===== config.mk =====
export PLATFORM = sky130hd
export DESIGN_NAME = mem_port_arbiter
export DESIGN_NICKNAME = d
export VERILOG_FILES = /design/src/rtl/mem_port_arbiter.sv
export SDC_FILE = /design/constraint.sdc
export NUM_CORES = 1
export LEC_CHECK = 0
export CAP_MARGIN = 30
export CORE_UTILIZATION = 30
export DETAILED_ROUTE_END_ITERATION = 10
export GPL_TIMING_DRIVEN = 0
export PLACE_DENSITY = 0.75
export SLEW_MARGIN = 40
export SYNTH_ARGS = -nofsm -noshare
export SYNTH_HDL_FRONTEND = slang
export SYNTH_SLANG_ARGS = --single-unit

===== constraint.sdc =====
create_clock -name clk -period 2.5 [get_ports clk]
set_clock_uncertainty 0.2 [all_clocks]
set_input_delay 0.5 -clock clk [delete_from_list [all_inputs] [get_ports clk]]
set_output_delay 0.5 -clock clk [all_outputs]
set_load 0.05 [all_outputs]

===== src/rtl/mem_port_arbiter.sv =====
// Arbitrates one single-port synchronous memory between an instruction-fetch port and a load/store port.
// Data wins by default; a saturating starvation counter forces a fetch grant after STARVE_MAX denials.
`timescale 1ns/1ps
module mem_port_arbiter #(
    parameter int WIDTH      = 32,
    parameter int ADDRSIZE   = 12,
    parameter int STARVE_MAX = 4
) (
    input  logic                clk,
    input  logic                rst,
    input  logic                hold,
    input  logic                if_req,
    input  logic [ADDRSIZE-1:0] if_addr,
    output logic                if_gnt,
    output logic [0:WIDTH-1]    if_rdata,
    output logic                if_valid,
    input  logic                d_req,
    input  logic                d_we,
    input  logic [ADDRSIZE-1:0] d_addr,
    input  logic [0:WIDTH-1]    d_wdata,
    output logic                d_gnt,
    output logic [0:WIDTH-1]    d_rdata,
    output logic                d_valid,
    output logic                mem_en,
    output logic                mem_we,
    output logic [ADDRSIZE-1:0] mem_addr,
    output logic [0:WIDTH-1]    mem_wdata,
    input  logic [0:WIDTH-1]    mem_rdata,
    output logic                busy
);
    localparam int CW = (STARVE_MAX < 1) ? 1 : $clog2(STARVE_MAX + 1);
    localparam logic [CW-1:0] CNT_MAX = CW'(STARVE_MAX);

    logic [CW-1:0]       cnt_q, cnt_d;
    logic                mem_en_q, mem_en_d;
    logic                mem_we_q, mem_we_d;
    logic [ADDRSIZE-1:0] mem_addr_q, mem_addr_d;
    logic [0:WIDTH-1]    mem_wdata_q, mem_wdata_d;
    // Issue-stage read owner tags, one per requester; they shift into the valids next cycle.
    logic                iss_if_q, iss_if_d;
    logic                iss_d_q, iss_d_d;
    logic                if_valid_q, if_valid_d;
    logic                d_valid_q, d_valid_d;
    logic                busy_q, busy_d;

    logic starved;
    logic grant_ok;

    always_comb begin
        starved  = if_req && (cnt_q == CNT_MAX);
        grant_ok = !rst && !hold;
        if_gnt   = grant_ok && if_req && (starved || !d_req);
        d_gnt    = grant_ok && d_req && !starved;

        // Hold freezes the starvation count so a halted CPU does not bank priority.
        cnt_d = cnt_q;
        if (!hold) begin
            if (!if_req || if_gnt) begin
                cnt_d = '0;
            end else if (cnt_q != CNT_MAX) begin
                cnt_d = cnt_q + 1'b1;
            end
        end

        mem_en_d    = if_gnt || d_gnt;
        mem_we_d    = d_gnt && d_we;
        mem_addr_d  = mem_addr_q;
        mem_wdata_d = mem_wdata_q;
        if (d_gnt) begin
            mem_addr_d  = d_addr;
            mem_wdata_d = d_wdata;
        end else if (if_gnt) begin
            mem_addr_d  = if_addr;
        end

        iss_if_d   = if_gnt;
        iss_d_d    = d_gnt && !d_we;
        if_valid_d = iss_if_q;
        d_valid_d  = iss_d_q;
        busy_d     = mem_en_d || if_valid_d || d_valid_d;
    end

    always_ff @(posedge clk) begin
        if (rst) begin
            cnt_q       <= '0;
            mem_en_q    <= 1'b0;
            mem_we_q    <= 1'b0;
            mem_addr_q  <= '0;
            mem_wdata_q <= '0;
            iss_if_q    <= 1'b0;
            iss_d_q     <= 1'b0;
            if_valid_q  <= 1'b0;
            d_valid_q   <= 1'b0;
            busy_q      <= 1'b0;
        end else begin
            cnt_q       <= cnt_d;
            mem_en_q    <= mem_en_d;
            mem_we_q    <= mem_we_d;
            mem_addr_q  <= mem_addr_d;
            mem_wdata_q <= mem_wdata_d;
            iss_if_q    <= iss_if_d;
            iss_d_q     <= iss_d_d;
            if_valid_q  <= if_valid_d;
            d_valid_q   <= d_valid_d;
            busy_q      <= busy_d;
        end
    end

    assign mem_en    = mem_en_q;
    assign mem_we    = mem_we_q;
    assign mem_addr  = mem_addr_q;
    assign mem_wdata = mem_wdata_q;
    assign if_valid  = if_valid_q;
    assign d_valid   = d_valid_q;
    assign busy      = busy_q;
    assign if_rdata  = mem_rdata;
    assign d_rdata   = mem_rdata;

endmodule


==> out/metrics.csv, run 1 <==
metric;value;unit
WP data arrival;1.71;ns
Slew headroom;63.4;%
CP startpoint;rst;
Place WS;-1.03;ns
Slew @ Worst Pin;0.548;ns
# fillers;811;
fmax;416;MHz
period utilization;96.3;%
Die H;97.4;um
final worst slack;0.0935;ns
Hold WS;0.272;ns
Tmin final;2.41;ns
Non-Filler Instances;595;
largest net degree at the start of global routing;16;
port buffer count;176;
Avg WL per Cell;13.1;um
most frequent cells after synthesis;buf_4, dfxtp_1, inv_1;
global-route wire length before repair;12.6;mm
Sw Share;33.8;%
CP startpoint kind;input pin;
CP endpoint kind;primary output;
met2 routed WL;3.95;mm
synth top area cells;dfxtp_1, buf_4, o211ai_1;
Power Density;485;nW/um^2
synthesized netlist cell count;303;
crit path buf inv count;4;
highest cell delay on the worst timing path;0.42;ns
Vias per Instance;4.49;
CP required;1.80;ns
Die ar.;9480;um^2
CP Cell Sequence;clkdlybuf4s50_1 > clkbuf_4 > inv_6 > nand2_1 > a21oi_2 > buf_6;
R2R setup slack;0.38;ns
most used flip-flop cell after synthesis;dfxtp_1;
area of the multi-input gates;940;um^2
Cells after DPL;587;
max_cap viols;0;
Avg Inst Size Synth;9.01;um^2
most common cell in the synthesized netlist;buf_4;
max FFs per register;32;
Final #Nets;582;
std cell rows;34;
sequential share of the synthesized area;39.6;%
status;completed;
Die X;97.4;um
Final Setup Violations;0;
clock share of power;24.1;%
Total GRT Usage;16.1;%
drt drc;0;
Metal-1 WL;3.11;mm
initial DRC count;47;
Initial Utilization;31.1;%
First-pass DRT Iterations;4;
Congestion Overflow GR;0;
Int Power;0.00153;W
io pins;209;
CP Max Fanout;10;
Total Wirelength;7.79;mm
leakage power total;1.93;nW
clock root buffer;clkbuf_8;
Total Power;0.00231;W
Syn. warnings;0;
maximum vdd drop;212;uV
Worst Hold Class;register to register;
CTS tree;built;
highest routed metal layer;met4;
Async SR Flop Fraction;0;%
vias in the first global route;2740;
area of the mapped netlist;2730;um^2
GP Congestion;0.748;
post-synth top area cell;dfxtp_1;
Sink Count;54;
core box area;8760;um^2
register area;1080;um^2
Crit Path Category;input pin to primary output;
Critical R2R Launch;cnt_q[0];
initial antenna violation count;0;
ant diodes;0;
CTS Buf Count;5;
slowest cell on the critical path;clkdlybuf4s50_1;
Yosys cell types;28;
Clock Latency Late Sink;0.29;ns
H-tree depth;2;
total number of vias;2671;
met3 WL;689;um
clock buffer depth;2;
Synth top area share;39.6;%
Hold Fails Final Rpt;0;
final max-slew violation count;0;
Post-synth EDFFs;0;
Clock transition at path regs;0.09;ns
P&R area growth vs syn;74.6;%
delay-heaviest family, CP;buffers and inverters;
combinational power share;35.9;%
DP HPWL;6.19;mm
Sw Pwr;0.000781;W
ratio of cells with drive above 1 in the final layout;22.4;%
Syn Nets;399;
sequential share of power;40.0;%
Antenna Violating Nets Remaining;0;
hold path startpoint;if_valid_d;
Seq cells post-synth;54;
==> worst reg2reg max path, stage by stage, from the launching register on <==
cell      delay (ns)
dfxtp_2         0.35
inv_1           0.06
ha_2            0.19
and3_4          0.18
or3_4           0.39
buf_4           0.19
clkbuf_1        0.22
o21ai_0         0.24
==> cell type report <==
cell class / instances / share of cell area [%]
flip-flops and latches: 54 / 22.7
multi-input cells: 128 / 19.7
plain buffers: 83 / 12.1
inverters: 36 / 2.94
repair buffers: 178 / 37.4
clock buffers: 8 / 2.31
well taps: 108 / 2.84
==> stage by stage <==
stage	util (%)	setup TNS [ns]	cell area (um^2)
4_1_cts	54.2	0	4750
2_1_floorplan	-	0	2730
3_5_place_dp	52.8	-2.10	4630
5_1_grt	54.4	-0.0176	4760
6_report	54.4	0	4760
3_3_place_gp	52.8	-1.63	4630
==> path summary, 6_finish.rpt <==
kind / to / cells after the start
setup / recovery: if_gnt / 6
hold / removal: if_valid / 1
setup reg to reg: mem_wdata[12] / 7
hold reg to reg: if_valid / 1
==> per-layer routing <==
layer,up-vias,GRT usage [%]
met3,5,5.25
li1,1324,-
met5,-,0
met4,0,3.05
met1,1214,18.4
met2,128,29.4
==> what timing repair did <==
item | 4_1_cts | 5_1_grt
hold buffers | 0 | 0
endpoints found under the setup margin | 2 | 2
buffers inserted | 2 | 0
resized for setup | 24 | 7
pin swaps | 2 | 0
==> power by group through the flow <==
stage	sequential [W]	clock [W]	combinational, W
detailed placement	0.000945	0	0.000831
finish	0.000924	0.000557	0.000829
CTS	0.000925	0.000576	0.000833
global placement	0.000942	0	0.000823
floorplan	0.00108	0	0.000384
global route	0.000930	0.000615	0.000869
==> cell families after synthesis <==
logic type / share of synthesized area [%]
AOI/OAI and AO/OA: 24.7
adders and majority gates: 0.917
buffers and inverters: 26.5
DFF: 39.6
muxes: 4.40
and+or+nand+nor: 3.90
==> layout by cell type, fill, tap and decap left out, drive strengths merged, types with 2 or more instances in the layout <==
| cell | instances |
|---|---|
| a21oi | 17 |
| buf | 73 |
| clkbuf | 22 |
| clkdlybuf4s50 | 171 |
| dfxtp | 54 |
| dlygate4sd2 | 2 |
| ha | 2 |
| inv | 36 |
| mux2i | 12 |
| nand2 | 5 |
| nor2 | 2 |
| nor2b | 3 |
| o2111ai | 2 |
| o211ai | 32 |
| o21ai | 33 |
| o31ai | 12 |
Note: power is estimated with default switching activity, not from simulation.
==> run 2, diff against run 1 <==
Settings changed: CORE_MARGIN set to 5.
==> run 2 against run 1 <==
Utilization down 0.33 points. Setup slack better by 0.0013 ns. Critical endpoint is now d_gnt. Cell count down 0.17%. Register-to-register slack better by 0.04 ns. Critical path depth unchanged. Largest power group unchanged.
==> out/metrics.csv, run 2 (same netlist as run 1, synthesis figures left out) <==
metric;value;unit
io pins;209;
Power Density;494;nW/um^2
Hold Fails Final Rpt;0;
# fillers;805;
CP endpoint kind;primary output;
ratio of cells with drive above 1 in the final layout;22.2;%
leakage power total;1.93;nW
r2r endpoint;mem_wdata[12];
total number of vias;2705;
Antenna Violating Nets Remaining;0;
CP startpoint kind;input pin;
core box area;8810;um^2
fmax;416;MHz
vias in the first global route;2859;
placed inst area;4630;um^2
clock root buffer;clkbuf_8;
Critical R2R Launch;cnt_q[0];
slowest cell on the critical path;or3_4;
Crit Path Category;input pin to primary output;
CTS Hold Bufs;0;
final max-slew violation count;0;
Tmin final;2.41;ns
CP Max Fanout;9;
status;completed;
Sink Count;54;
DP HPWL;7.22;mm
initial DRC count;120;
CTS tree;built;
max FFs per register;32;
highest cell delay on the worst timing path;0.42;ns
global-route wire length before repair;14.3;mm
hold path startpoint;cnt_q[1];
Finished Cell Area;4760;um^2
clock buffer depth;2;
Die H;105;um
Slew @ Worst Pin;0.544;ns
R2R setup slack;0.42;ns
CP Cell Sequence;clkdlybuf4s15_1 > nand2b_1 > buf_4 > or3_4 > inv_4 > buf_8;
Vias per Instance;4.55;
Avg WL per Cell;14.8;um
initial antenna violation count;0;
maximum vdd drop;220;uV
Total GRT Usage;15.7;%
CTS Buf Count;5;
most frequent cells in the layout;clkdlybuf4s50_1, buf_4, dfxtp_1, inv_1, o211ai_1;
Final #Nets;582;
port buffer count;176;
largest net degree at the start of global routing;16;
Die X;105;um
H-tree depth;2;
Hold Path End;cnt_q[1];
RSZ-0062 raised after global routing;no;
Final Setup Violations;0;
Congestion Overflow GR;0;
max_cap viols;0;
Post-Route Setup TNS;0;ns
std cell rows;34;
hold path cells;2;
Worst Hold Class;register to register;
GP Congestion;0.718;
Initial Utilization;31.0;%
most common cell after layout, fill and taps aside;clkdlybuf4s50_1;
Hold WS;0.271;ns
CP required;1.80;ns
Die ar.;11100;um^2
drt drc;0;
period utilization;96.2;%
Total Wirelength;8.80;mm
Clock Latency Late Sink;0.30;ns
register area;1080;um^2
Clock transition at path regs;0.09;ns
final core utilization;54.0;%
WP data arrival;1.71;ns
P&R area growth vs syn;74.4;%
ant diodes;0;
area of the multi-input gates;936;um^2
cells on worst reg2reg path;7;
Slew headroom;63.6;%
First-pass DRT Iterations;7;
run 2: cell type report:
type,count,share of cell area [%]
clock inverters,1,0.631
plain buffers,83,12.1
inverters,36,3.00
clock buffers,6,1.74
well taps,108,2.84
repair buffers,178,37.3
multi-input cells,128,19.7
flip-flops and latches,54,22.8
run 2: critical path: cells and delay by family:
family	cells	cell delay (ns)
buffers and inverters	4	0.71
AND/OR/NAND/NOR	2	0.50
run 2: how the worst max path moves through the flow:
| stage | start | to | slack [ns] | cells past startpoint |
|---|---|---|---|---|
| CTS | rst | if_gnt | 0.01 | 6 |
| global placement | hold | d_gnt | -1.00 | 7 |
| detailed placement | hold | d_gnt | -1.02 | 7 |
| floorplan | cnt_q[0] | d_gnt | 0.07 | 7 |
| global route | rst | if_gnt | 0.009 | 6 |
| finish | d_req | d_gnt | 0.09 | 6 |
run 2: repair_timing:
action | in CTS | in global routing
endpoints found under the setup margin | 2 | 2
buffers inserted | 2 | 0
pin swaps | 2 | 1
gates resized for setup | 27 | 5
gates cloned | 0 | 0
run 2: where the power goes:
part           internal (W)  switching, W  leakage (nW)
clock network      0.000321      0.000271        0.0573
registers          0.000903     0.0000202         0.443
logic              0.000346      0.000489          1.43
run 2: routing by layer:
layer	up-vias	wire, um	GRT usage (%)
met1	1235	3480	18.0
met5	-	0	0
met2	137	4330	27.5
met3	8	879	5.99
met4	0	106	3.75
li1	1325	-	-
run 2: stage by stage:
| stage | std cells | worst slack, ns | power (W) |
|---|---|---|---|
| after global placement | 587 | -1.00 | 0.00177 |
| after global routing | 594 | 0.00886 | 0.00245 |
| after detailed placement | 587 | -1.02 | 0.00178 |
| after floorplan | 303 | 0.0651 | 0.00147 |
| final | 594 | 0.0948 | 0.00235 |
| after CTS | 594 | 0.0119 | 0.00238 |
